[src/rtl/addsub_nibble_seq.sv]
// addsub_nibble_seq: WIDTH-bit add/subtract built from one 4-bit slice,
// one nibble per cycle, LSB nibble first, with the carry kept in a register.
// Ports:
//   clk, rst_n            clock, synchronous active-low reset
//   req_valid/req_ready   request handshake; req_a, req_b, req_sign (1 = A-B)
//   busy                  high while an operation is in RUN or DONE
//   res_valid/res_ready   result handshake; res_sum, res_cout (carry/borrow)
//   res_ovf               signed overflow, only when ADDSUB_SEQ_OVF_EN is defined
module addsub_nibble_seq #(
    parameter int WIDTH = 16
) (
    input  logic             clk,
    input  logic             rst_n,
    input  logic             req_valid,
    output logic             req_ready,
    input  logic [WIDTH-1:0] req_a,
    input  logic [WIDTH-1:0] req_b,
    input  logic             req_sign,
    output logic             busy,
    output logic             res_valid,
    input  logic             res_ready,
    output logic [WIDTH-1:0] res_sum,
`ifdef ADDSUB_SEQ_OVF_EN
    output logic             res_cout,
    output logic             res_ovf
`else
    output logic             res_cout
`endif
);

    localparam int NIB = WIDTH / 4;
    localparam int CW  = (NIB > 1) ? $clog2(NIB) : 1;
    localparam logic [CW-1:0] LAST = CW'(NIB - 1);

    typedef enum logic [1:0] {
        S_IDLE = 2'd0,
        S_RUN  = 2'd1,
        S_DONE = 2'd2
    } state_t;

    state_t           r_state;
    state_t           w_state_nx;
    logic [CW-1:0]    r_cnt;
    logic             r_carry;
    logic             r_sign;
    logic [WIDTH-1:0] r_a;
    logic [WIDTH-1:0] r_b;
    logic [WIDTH-1:0] r_sum;
    logic             w_fire;
    logic             w_last;
    logic [3:0]       w_a_nib;
    logic [3:0]       w_b_nib;
    logic [4:0]       w_slice;

    assign w_fire  = req_valid & req_ready;
    assign w_last  = (r_cnt == LAST);
    assign w_a_nib = r_a[{r_cnt, 2'b00} +: 4];
    // Subtraction inverts B here; the +1 comes from the preloaded carry.
    assign w_b_nib = r_b[{r_cnt, 2'b00} +: 4] ^ {4{r_sign}};
    assign w_slice = {1'b0, w_a_nib} + {1'b0, w_b_nib} + {4'b0000, r_carry};

    always_ff @(posedge clk) begin
        if (!rst_n) begin
            r_state <= S_IDLE;
        end else begin
            r_state <= w_state_nx;
        end
    end

    always_comb begin
        w_state_nx = r_state;
        unique case (r_state)
            S_IDLE:  if (w_fire) w_state_nx = S_RUN;
            S_RUN:   if (w_last) w_state_nx = S_DONE;
            S_DONE:  if (res_ready) w_state_nx = S_IDLE;
            default: w_state_nx = S_IDLE;
        endcase
    end

    always_ff @(posedge clk) begin
        if (!rst_n) begin
            r_cnt   <= '0;
            r_carry <= 1'b0;
            r_sign  <= 1'b0;
            r_a     <= '0;
            r_b     <= '0;
            r_sum   <= '0;
        end else begin
            unique case (r_state)
                S_IDLE: begin
                    if (w_fire) begin
                        r_a     <= req_a;
                        r_b     <= req_b;
                        r_sign  <= req_sign;
                        r_carry <= req_sign;
                        r_cnt   <= '0;
                        r_sum   <= '0;
                    end
                end
                S_RUN: begin
                    r_sum[{r_cnt, 2'b00} +: 4] <= w_slice[3:0];
                    r_carry <= w_slice[4];
                    // Counter parks at the last nibble instead of wrapping.
                    if (!w_last) r_cnt <= r_cnt + CW'(1);
                end
                default: begin
                end
            endcase
        end
    end

    assign req_ready = (r_state == S_IDLE);
    assign busy      = (r_state != S_IDLE);
    assign res_valid = (r_state == S_DONE);
    assign res_sum   = r_sum;
    // For subtraction the raw carry is "no borrow"; flip it into a borrow.
    assign res_cout  = res_valid & (r_carry ^ r_sign);

`ifdef ADDSUB_SEQ_OVF_EN
    logic r_bsgn;

    always_ff @(posedge clk) begin
        if (!rst_n) begin
            r_bsgn <= 1'b0;
        end else if (r_state == S_RUN && w_last) begin
            r_bsgn <= w_b_nib[3];
        end
    end

    assign res_ovf = res_valid
                   & (r_a[WIDTH-1] == r_bsgn)
                   & (r_sum[WIDTH-1] != r_a[WIDTH-1]);
`endif

endmodule

[config.mk]
export PLATFORM = sky130hd
export DESIGN_NAME = addsub_nibble_seq
export DESIGN_NICKNAME = d
export VERILOG_FILES = /design/src/rtl/addsub_nibble_seq.sv
export SDC_FILE = /design/constraint.sdc
export NUM_CORES = 1
export LEC_CHECK = 0
export ABC_AREA = 1
export BUFFER_PORTS_ARGS = -buffer_cell sky130_fd_sc_hd__buf_2
export CAP_MARGIN = 20
export CORE_ASPECT_RATIO = 2
export CORE_MARGIN = 4
export CORE_UTILIZATION = 55
export CTS_BUF_LIST = sky130_fd_sc_hd__clkbuf_4 sky130_fd_sc_hd__clkbuf_8
export DETAILED_ROUTE_END_ITERATION = 6
export HOLD_SLACK_MARGIN = 0.08
export PLACE_DENSITY = 0.93
export SLEW_MARGIN = 5
export SYNTH_ARGS = -nofsm -noshare
export SYNTH_HDL_FRONTEND = slang
export SYNTH_SLANG_ARGS = --single-unit
[constraint.sdc]
create_clock -name clk -period 3.1 [get_ports clk]
set_input_delay 0.155 -clock clk [delete_from_list [all_inputs] [get_ports clk]]
set_output_delay 0.155 -clock clk [all_outputs]
set_load 0.02 [all_outputs]
# Word level (Yosys, flattened, before mapping)
# Index checks and enable logic that the tools add are counted.
[totals]
output_inout_bits = 20
wordCells = 45
regBits = 54
[classes]
add_sub_neg = 4
bitwise = 4
n_shift = 4
n_reduce_logical = 7
muxes = 12
n_eq_ne = 7
[ops]
columns = ["cell", "count"]
rows = [
  ["$pmux W16 S2", 1],
  ["$shiftx A16 B5 Y4", 2],
  ["$bwmux W16", 1],
  ["$mux W16", 1],
  ["$shift A4 B6 Y16 const A", 1],
  ["$shiftx A4 B6 Y16", 1],
  ["$mux W2", 5],
  ["$neg A4 Y6", 1],
  ["$pmux W2 S3", 1],
  ["$reduce_and A3 Y1", 2],
  ["$add A4 B4 Y5", 1],
  ["$add A5 B1 Y5", 1],
  ["$eq A2 B2 Y1 const B", 2],
  ["$ne A2 B1 Y1 const B", 2],
  ["$ne A2 B2 Y1 const B", 2],
  ["$pmux W2 S2", 1],
  ["$reduce_and A2 Y1", 2],
  ["$reduce_bool A2 Y1", 2],
  ["$xor A4 B4 Y4", 1],
  ["$add A2 B1 Y2 const B", 1],
  ["$and A1 B1 Y1", 2],
  ["$eq A2 B1 Y1 const B", 1],
  ["$logic_not A2 Y1", 1],
  ["$pmux W1 S2", 1],
  ["2 further kinds", 2],
]

# Depth between registers and ports, before layout
[depth]
depth_word = 7
depth_mapped = 15
ltp_nobuf = 14

# Worst setup path after synthesis
# OpenSTA, ideal clock, no wires.
[synth_timing]
path_type = "register -> register"
from = "register r_cnt[0]"
to = "register r_sum[5] (netlist: res_sum[5])"
stages_incl_launch_ff = 12
t_required_ns = 2.968
arrival_ns = 2.133
slack_ns = 0.835
path_cell_list = "dfxtp_1 -> inv_1 -> clkbuf_1 -> nand2_1 -> a32o_1 -> fa_1 -> inv_1 -> fa_1 -> nand2_1 -> nor2_1 -> nand2_1 -> a21oi_1"
[synth_between]
elab_chain_len = 7
[synth_rtl]
columns = ["item", "line", "rtl"]
rows = [
  ["start: declaration", "43", "logic [CW-1:0] r_cnt;"],
  ["start signal: assignment", "104", "if (!w_last) r_cnt <= r_cnt + CW'(1);"],
  ["$shiftx A16 B5 Y4", "59", "assign w_b_nib = r_b[{r_cnt, 2'b00} +: 4] ^ {4{r_sign}};"],
  ["$xor A4 B4 Y4", "59", ""],
  ["$add A4 B4 Y5", "60", "assign w_slice = {1'b0, w_a_nib} + {1'b0, w_b_nib} + {4'b0000, r_carry};"],
  ["$add A5 B1 Y5", "60", ""],
  ["$shiftx A4 B6 Y16", "101", "r_sum[{r_cnt, 2'b00} +: 4] <= w_slice[3:0];"],
  ["$bwmux W16 *", "101", ""],
  ["$pmux W16 S2 *", "89", "unique case (r_state)"],
  ["end signal: indexed assignment", "101", ""],
  ["end: declaration", "48", "logic [WIDTH-1:0] r_sum;"],
]
# Mark *: on every way between the ends. The rest lies on a longest branch, timed or not.
# A chain may end at the register's enable or synchronous reset.

# Worst setup path in the final report
[layout_timing]
from = "register r_cnt[1]"
to = "register r_sum[6] (netlist: res_sum[6])"
# The elaborated chain is that of the path after synthesis.

==> run summary <==
H-tree depth - 2
Synth Area in Adders - 0.0513
Post-synth EDFFs - 0
grt total ovfl - 0
multiplexer share of the synthesized area - 0
DRT iter0 DRCs - 44
Comb power frac - 0.243
largest family of logic cells by synthesized area - simple AND/OR/NAND/NOR gates
All-Layer GR Usage - 0.200
clock buffer depth - 2
final setup vio count - 0
Distinct cells, synth - 29
vias in the first global route - 2110
Max-cap violations - 0
maximum VDD drop - 0.469 mV
I/O Buffers - 56
Mapped Nets - 384
post_cts resized - 0
FILL cells - 403
Synth Instances - 338
ys async rst share - 0
P_int - 1.04 mW
area occupied by multi-input gates - 1220 um2
TritonCTS Buffers - 5
Register Area - 1080 um2
DRC violations left - 0
DR vias - 2294
clk_lat worst skew - 0.30 ns
layout cells sized above 1 - 0.209
final hold vios - 0
Fin Setup TNS - 0 ns
die height - 103 um
RSZ-0062 raised after global routing - no
worst rel slew slack - 0.611
WL per Instance - 12.7 um
XOR/XNOR Fraction of Synth Area - 0.0141
Hold Path Cell Cnt - 3
clock transition at the registers of the reported paths - 0.10 ns
first-pass GRT wire length - 9100 um
Rows - 34
CTS root buf - clkbuf_8
P_sw - 497 uW
outcome - completed
Synth Area in Compound Gates - 0.179
Post-Synth Simple-Gate Area - 0.248
TritonCTS clock tree - yes
Antenna Cells - 0
Post-Route WL - 5610 um
synth top area cells - dfxtp_1 (43%), nor2_1 (14%), o21ai_0 (10%), nand2_1 (6.0%), a21oi_1 (4.4%)
crit path time final - 2.56 ns
P&R area growth vs syn - 14.3%
Pleak - 1.29 nW
Post-layout nets - 432
FF-to-FF path depth - 14
kind of critical path - flop to flop
Net Sw Frac - 0.324
worst hold path type - input pin to flop
Pwr Density - 539 nW/um2
Cell Area, Synth - 2490 um2
area share of the largest cell type after synthesis - 0.434
crit-path max FO - 12
initial antenna violation count - 0
Fmax achieved - 390 MHz
ANT nets after route - 0
pin count of the biggest net entering global routing - 39
Final HPWL DP - 4440 um
Ys Warns - 0
IO Count - 57
final RePlAce weighted congestion - 0.826
Max Clock Skew - 0.00505 ns
Seq/Total Area, Yosys - 0.434
WP data required - 3.33 ns
vias per inst - 5.20
DIE WIDTH - 55.6 um
CP Launch Type - flop
clk sinks - 54
clock power share - 0.255
Post-CTS Hold Buffers - 0
crit end category - flop
Post-CTS Setup Bufs - 0
synthesis-stage register bit count - 54
fin. max-slew vios - 0
sequential power share - 0.503
Synth area leader - dfxtp_1
Placeable Area - 4380 um2
syn avg cell area - 7.36 um2
Initial DRT Pass Iterations - 4
Most used DFF post-synth - dfxtp_1
die area - 5730 um2
Min Hold Slack - 0.0987 ns
initial core utilization - 0.568
Worst Tran Pin Value - 0.583 ns
WP data arrival - 2.80 ns
period utilization - 0.827
area by class of cell:
cell class | instances | area share
Tap cell | 54 | 0.0237
Clock inverter | 3 | 0.00880
Inverter | 20 | 0.0264
Clock buffer | 5 | 0.0242
Multi-Input combinational cell | 246 | 0.431
Sequential cell | 54 | 0.380
Timing Repair Buffer | 59 | 0.106
sequential cells by signal (all words and copies together), names as in the netlist:
| name | count |
|---|---|
| r_state | 2 |
| res_sum | 16 |
| r_sign | 1 |
| r_carry | 1 |
| r_b | 16 |
| r_cnt | 2 |
| r_a | 16 |
critical path, cell delays in order, from the launching register on:
cell and delay (ns):
dfxtp_1 0.41, inv_1 0.29, o21ai_0 0.14, o22ai_1 0.15, xor2_1 0.20, fa_1 0.19
inv_1 0.07, fa_1 0.39, nand2_1 0.08, inv_1 0.05, nor2_1 0.16, nand2_1 0.08
nor2_1 0.13, a22oi_1 0.08, nor2_1 0.09
final timing paths:
path	start	to	slack, ns
max	r_cnt[1]$_SDFFE_PN0P_	res_sum[6]$_SDFFE_PN0P_	0.54
min	req_b[6]	r_b[6]$_SDFFE_PN0P_	0.1
max reg2reg	r_cnt[1]$_SDFFE_PN0P_	res_sum[6]$_SDFFE_PN0P_	0.54
min reg2reg	res_sum[2]$_SDFFE_PN0P_	res_sum[2]$_SDFFE_PN0P_	0.47
power by group through the flow:
| stage | clock [mW] | combinational, mW | sequential, mW |
|---|---|---|---|
| 6_report | 0.391 | 0.372 | 0.771 |
| 5_1_grt | 0.423 | 0.428 | 0.776 |
| 4_1_cts | 0.399 | 0.375 | 0.771 |
| 3_5_place_dp | 0 | 0.374 | 0.787 |
| 3_3_place_gp | 0 | 0.367 | 0.785 |
| 2_1_floorplan | 0 | 0.284 | 0.782 |
synthesized netlist by cell type (4+ instances only):
cell / n
nand2_2: 4
ha_1: 7
inv_1: 15
o21ai_0: 50
a21oi_1: 22
clkbuf_1: 7
inv_2: 4
o22ai_1: 7
nand3_1: 6
nor2_1: 91
nand2_1: 40
xor2_1: 4
buf_2: 4
dfxtp_1: 54
kinds of logic (layout without fill, tap and decap cells):
kind of cell / Yosys count / in the layout
simple gates: 149 / 149
compound gates: 84 / 84
flops: 54 / 54
buf+inv: 38 / 87
fa+ha+maj: 9 / 9
xor+xnor: 4 / 4
per-layer routing:
metal	GRT usage	share of wire
met1	0.200	0.36
met2	0.393	0.55
met3	0.0175	0.045
met4	0.118	0.044
met5	0	0
layout by cell type (no fill, tap or decap), drive strengths merged, types with 2 or more instances in the layout:
cell type  count
buf           59
a22oi          2
nor3           2
xor2           4
o21ai         51
o22ai          7
clkinv         2
nand4          2
dfxtp         54
inv           20
ha             7
clkbuf         5
nand2         44
nand3          6
nor2          94
a21oi         22
fa             2
metrics by stage:
step | power, mW | area, um2 | setup WS [ns] | utilization | instances
finish | 1.53 | 2850 | 0.535 | 0.649 | 441
global route | 1.63 | 2850 | 0.272 | 0.649 | 441
CTS | 1.54 | 2850 | 0.571 | 0.649 | 441
detailed placement | 1.16 | 2750 | 0.601 | 0.628 | 433
global placement | 1.15 | 2750 | 0.675 | 0.628 | 433
floorplan | 1.07 | 2490 | 0.835 | - | 338
(Power assumes the default switching activity.)
